**src/rtl/mem_port_arbiter_pkg.sv**
```systemverilog
// Shared constants and state encoding for the two-port memory line arbiter.
//   MEM_*       : default widths and watchdog limit
//   arb_state_t : arbiter FSM state encoding
package mem_port_arbiter_pkg;

  localparam int unsigned MEM_ADDR_WIDTH     = 32;
  localparam int unsigned MEM_LINE_WIDTH     = 128;
  localparam int unsigned MEM_TIMEOUT_CYCLES = 1024;
  localparam int unsigned MEM_CNT_WIDTH      = 11;

  typedef enum logic [1:0] {
    ARB_IDLE   = 2'd0,
    ARB_GRANT0 = 2'd1,
    ARB_GRANT1 = 2'd2
  } arb_state_t;

endpackage

```
**src/rtl/mem_port_arbiter_rr_pick2.sv**
```systemverilog
// Combinational 2-way round-robin chooser.
//   req[1:0]   : pending requests (bit 0 = port 0)
//   last_grant : port served most recently
//   gnt_valid  : any request pending
//   gnt_idx    : chosen port; on a tie the port that was not served last
module rr_pick2 (
  input  logic [1:0] req,
  input  logic       last_grant,
  output logic       gnt_valid,
  output logic       gnt_idx
);

  assign gnt_valid = |req;
  assign gnt_idx   = (req == 2'b11) ? ~last_grant : req[1];

endmodule

```
**src/rtl/mem_port_arbiter.sv**
```systemverilog
// Shares one MainMemory line port between the icache (port 0) and the dcache
// (port 1). Grants are held until mem_ready, priority rotates round-robin, and
// a sticky watchdog flags transactions that wait too long.
//   clk, rst_n                 : clock, async active-low reset
//   s0_* / s1_*                : requester ports (req/we/addr/wdata in, rdata/ready out)
//   mem_req/we/addr/wdata      : to MainMemory, driven from the granted port
//   mem_rdata, mem_ready       : from MainMemory
//   busy                       : grant active
//   err_timeout                : sticky watchdog error
module mem_port_arbiter
  import mem_port_arbiter_pkg::*;
#(
  parameter int unsigned ADDR_W         = MEM_ADDR_WIDTH,
  parameter int unsigned LINE_W         = MEM_LINE_WIDTH,
  parameter int unsigned TIMEOUT_CYCLES = MEM_TIMEOUT_CYCLES,
  parameter int unsigned CNT_W          = MEM_CNT_WIDTH
) (
  input  logic              clk,
  input  logic              rst_n,
  input  logic              s0_req,
  input  logic              s0_we,
  input  logic [ADDR_W-1:0] s0_addr,
  input  logic [LINE_W-1:0] s0_wdata,
  output logic [LINE_W-1:0] s0_rdata,
  output logic              s0_ready,
  input  logic              s1_req,
  input  logic              s1_we,
  input  logic [ADDR_W-1:0] s1_addr,
  input  logic [LINE_W-1:0] s1_wdata,
  output logic [LINE_W-1:0] s1_rdata,
  output logic              s1_ready,
  output logic              mem_req,
  output logic              mem_we,
  output logic [ADDR_W-1:0] mem_addr,
  output logic [LINE_W-1:0] mem_wdata,
  input  logic [LINE_W-1:0] mem_rdata,
  input  logic              mem_ready,
  output logic              busy,
  output logic              err_timeout
);

  localparam logic [CNT_W-1:0] WD_MAX = CNT_W'(TIMEOUT_CYCLES);

  arb_state_t        state;
  logic              last_grant;
  logic [CNT_W-1:0]  wd_cnt;
  logic [LINE_W-1:0] rdata0_q;
  logic [LINE_W-1:0] rdata1_q;
  logic              gnt_valid;
  logic              gnt_idx;

  rr_pick2 u_pick (
    .req        ({s1_req, s0_req}),
    .last_grant (last_grant),
    .gnt_valid  (gnt_valid),
    .gnt_idx    (gnt_idx)
  );

  // FSM, round-robin history, watchdog and returned-line holding registers
  always_ff @(posedge clk or negedge rst_n) begin
    if (!rst_n) begin
      state       <= ARB_IDLE;
      last_grant  <= 1'b1;
      wd_cnt      <= '0;
      err_timeout <= 1'b0;
      rdata0_q    <= '0;
      rdata1_q    <= '0;
    end else begin
      case (state)
        ARB_IDLE: begin
          if (gnt_valid) begin
            state  <= gnt_idx ? ARB_GRANT1 : ARB_GRANT0;
            wd_cnt <= '0;
          end
        end
        ARB_GRANT0, ARB_GRANT1: begin
          if (mem_ready) begin
            state      <= ARB_IDLE;
            last_grant <= (state == ARB_GRANT1);
            if (state == ARB_GRANT1) rdata1_q <= mem_rdata;
            else                     rdata0_q <= mem_rdata;
          end else if (wd_cnt < WD_MAX) begin
            wd_cnt <= wd_cnt + CNT_W'(1);
            // Grant is kept even after the timeout fires; only the flag is raised
            if (wd_cnt == WD_MAX - CNT_W'(1)) err_timeout <= 1'b1;
          end
        end
        default: state <= ARB_IDLE;
      endcase
    end
  end

  // Memory-side mux and completion path from the granted port
  always_comb begin
    mem_req   = 1'b0;
    mem_we    = 1'b0;
    mem_addr  = '0;
    mem_wdata = '0;
    s0_ready  = 1'b0;
    s1_ready  = 1'b0;
    s0_rdata  = rdata0_q;
    s1_rdata  = rdata1_q;
    case (state)
      ARB_GRANT0: begin
        mem_req   = s0_req;
        mem_we    = s0_we;
        mem_addr  = s0_addr;
        mem_wdata = s0_wdata;
        s0_ready  = mem_ready;
        if (mem_ready) s0_rdata = mem_rdata;
      end
      ARB_GRANT1: begin
        mem_req   = s1_req;
        mem_we    = s1_we;
        mem_addr  = s1_addr;
        mem_wdata = s1_wdata;
        s1_ready  = mem_ready;
        if (mem_ready) s1_rdata = mem_rdata;
      end
      default: ;
    endcase
  end

  assign busy = (state != ARB_IDLE);

endmodule

```
**config.mk**
```make
export PLATFORM = sky130hd
export DESIGN_NAME = mem_port_arbiter
export DESIGN_NICKNAME = d
export VERILOG_FILES = /design/src/rtl/mem_port_arbiter_pkg.sv /design/src/rtl/mem_port_arbiter_rr_pick2.sv /design/src/rtl/mem_port_arbiter.sv
export SDC_FILE = /design/constraint.sdc
export NUM_CORES = 1
export LEC_CHECK = 0
export BUFFER_PORTS_ARGS = -buffer_cell sky130_fd_sc_hd__buf_2
export CAP_MARGIN = 20
export CORE_AREA = 10 10 338 340
export DETAILED_ROUTE_END_ITERATION = 6
export DIE_AREA = 0 0 348 350
export PLACE_DENSITY = 0.45
export SYNTH_ARGS = -nofsm -noshare
export SYNTH_HDL_FRONTEND = slang
export SYNTH_SLANG_ARGS = --single-unit
export TNS_END_PERCENT = 10
```
**constraint.sdc**
```tcl
create_clock -name clk -period 5.8 [get_ports clk]
set_input_delay 1.16 -clock clk [delete_from_list [all_inputs] [get_ports clk]]
set_output_delay 1.16 -clock clk [all_outputs]
set_load 0.01 [all_outputs]
```
==> metrics.yaml <==
yosysSeqAreaShare_pct: 41.6
path_clk_slew_ns: 0.05
fin_crit_sh_pct: 74.7
setup-violations-final: 0
pre_cts_ws_ns: 1.71
synth.area.top_cells: "dfrtp_1 (41%), mux2_2 (27%), mux2_4 (11%)"
port_buffers: 876
ant_nets: 0
clockRootBuffer: "clkbuf_16"
startpoint_type: "flip-flop"
nNetsFinal: 2579
overflow: 0
cts_resized: 0
period_needed_ns: 4.33
synth_largest_area_cell: "dfrtp_1"
fp-row-count: 121
htreeDepth: 2
slew_headroom_pct: 13.5
cts_tree: "yes"
die_w_um: 348
netlist_area_um2: 16300
syn_avg_cell_area_um2: 12.5
floorplan.die_area_um2: 122000
hold_buffers: 0
start_util_pct: 15.1
crit_required_ns: 4.64
p_per_area_nw_per_um2: 574
worstMarginPinSlew_ns: 1.30
pin_count: 877
arrival_ns: 3.17
grt_pass1_wl_mm: 113
vias: 14400
postSynthNetCount: 1761
netlist_instances: 1302
setup_tns_ns: 0
min_path_type: "flip-flop to flip-flop"
dp.final_hpwl_mm: 65.8
grt_start_max_net_pins: 186
chipHeight_um: 350
clock_path_buffers: 3
ys_warn_count: 0
routabilityCongestion: 0.945
grt_pass1_vias: 14600
worstSetupPathType: "flip-flop to output port"
wl_per_cell_um: 23.2
routed_via_density: 4.02
p_leak_nw: 11.2
cts_buffers: 36
wirelength_mm: 82.9
post_cts_buffers: 0
fmax_mhz: 231
endpoint_kind: "output port"
drc_errors: 0
cp_max_fo: 129
synth_cell_types: 38
synth.top_cell.area_share_pct: 41.4
max-vdd-ir-drop_v: 0.000559
rsz0062_at_grt: "no"
clkSinkCount: 271
drive_above_1_share_pct: 68.5
clock_latency_ns: 0.55
area_growth_pct: 43.3
antenna_found_initial: 55
grtUsageTotal_pct: 12.6
ys_ff_latch: 271
hold_viol_final: 0
drtIter0Drc: 1128
drv_slew: 0
maxCapViolations: 0
skew_ns: 0.0150
outcome: "completed"
first_pass_iters: 6
setup_slack_ns: 1.47
core_area_um2: 108000
logic make-up after synthesis:
| group | count (synthesis) | synth area share (%) |
|---|---|---|
| buffers and inverters | 118 | 3.68 |
| AOI/OAI and AO/OA | 179 | 8.33 |
| adders and majority gates | 4 | 0.307 |
| and+or+nand+nor | 218 | 7.97 |
| muxes | 512 | 38.1 |
| DFF | 271 | 41.6 |
path summary, 6_finish.rpt:
kind | from | endpoint | slack, ns | depth (start not counted)
max in group asynchronous | rst_n | rdata1_q[82] | 3.95 | 2
worst min-delay path | last_grant | last_grant | 0.47 | 2
worst max register to register | state[0] | rdata0_q[89] | 2.70 | 5
min in group asynchronous | rst_n | rdata0_q[113] | 0.62 | 1
worst max-delay path | state[1] | s0_rdata[80] | 1.47 | 6
worst min register to register | last_grant | last_grant | 0.47 | 2
metrics by stage:
stage | instance area [um^2] | hold slack [ns] | util (%) | instances | power (mW)
finish | 23400 | 0.471 | 21.7 | 3566 | 13.4
detailed placement | 22200 | 0.464 | 20.6 | 3496 | 11.2
CTS | 23300 | 0.477 | 21.7 | 3557 | 13.6
global route | 23300 | 0.509 | 21.7 | 3558 | 14.3
global placement | 22200 | 0.465 | 20.6 | 3496 | 11.3
floorplan | 16300 | 0.442 | - | 1302 | 8.33
metal layers:
metal  GRT usage [%]  vias up  share of wire (%)
met3            6.57      126                 12
met1            16.2     7087                 42
li1                -     6414                  -
met5               0        -               0.53
met2            18.9      658                 44
met4            2.22       68                1.4
layout make-up:
| class | count | area, um^2 |
|---|---|---|
| Clock buffer | 50 | 1030 |
| Fill cell | 11800 | 84400 |
| Antenna cell | 9 | 22.5 |
| Multi-Input combinational cell | 913 | 8990 |
| Clock inverter | 11 | 141 |
| Timing Repair Buffer | 893 | 4620 |
| Sequential cell | 271 | 6780 |
| Tap cell | 1414 | 1770 |
| Inverter | 5 | 18.8 |
flip-flops by register name (all words and copies together) (netlist names):
signal	flops
wd_cnt	11
state	2
rdata0_q	128
err_timeout	1
rdata1_q	128
last_grant	1
report_power, final:
group          total (mW)  internal (mW)  switching, mW
clock                2.24           1.37          0.878
combinational        7.81           3.96           3.84
sequential           3.36           2.84          0.516
critical path, cell delays in order, from the launching register on:
cell     delay [ns]
dfrtp_1        0.41
inv_1          0.16
ha_4           0.34
and2_4         0.22
buf_12         0.33
mux2_2         0.43
buf_2          0.16
cell usage after synthesis:
library cell  instances
mux2_2              392
dfrtp_1             270
a22oi_1             162
nor2b_1             162
mux2_4              120
clkbuf_1             55
buf_2                44
nand2_1              23
buf_6                13
nand3_1              12
inv_1                 5
ha_1                  4
nand2b_1              4
nor2_1                4
a41o_1                3
o21ai_0               3
or4b_1                3
nor3_1                2
o211ai_1              2
a211o_1               1
a21boi_0              1
a21oi_1               1
a32o_1                1
a41oi_1               1
and2_1                1
and4b_1               1
buf_4                 1
dfstp_2               1
nand3b_1              1
nand4b_1              1
nor4_1                1
nor4b_1               1
o221a_2               1
o221ai_1              1
o221ai_2              1
o22ai_1               1
or2_0                 1
or2_1                 1
layout by cell type, fill, tap and decap left out, types with 2 or more instances in the layout:
cell,synthesis,routed
clkinv_2,0,7
nor3_1,2,2
buf_2,44,875
o211ai_1,2,2
a22oi_1,162,162
buf_12,0,8
dfrtp_1,270,270
nand3_1,12,11
buf_4,1,9
nand2b_1,4,4
mux2_4,120,120
inv_1,5,5
or4b_1,3,3
o21ai_0,3,3
clkbuf_8,0,3
ha_4,0,3
clkbuf_16,0,38
nand2_1,23,22
diode_2,0,9
bufinv_16,0,3
nor2b_1,162,162
clkbuf_1,55,9
nor2_1,4,4
mux2_2,392,392
a41o_1,3,3
Note: power is estimated with default switching activity, not from simulation.
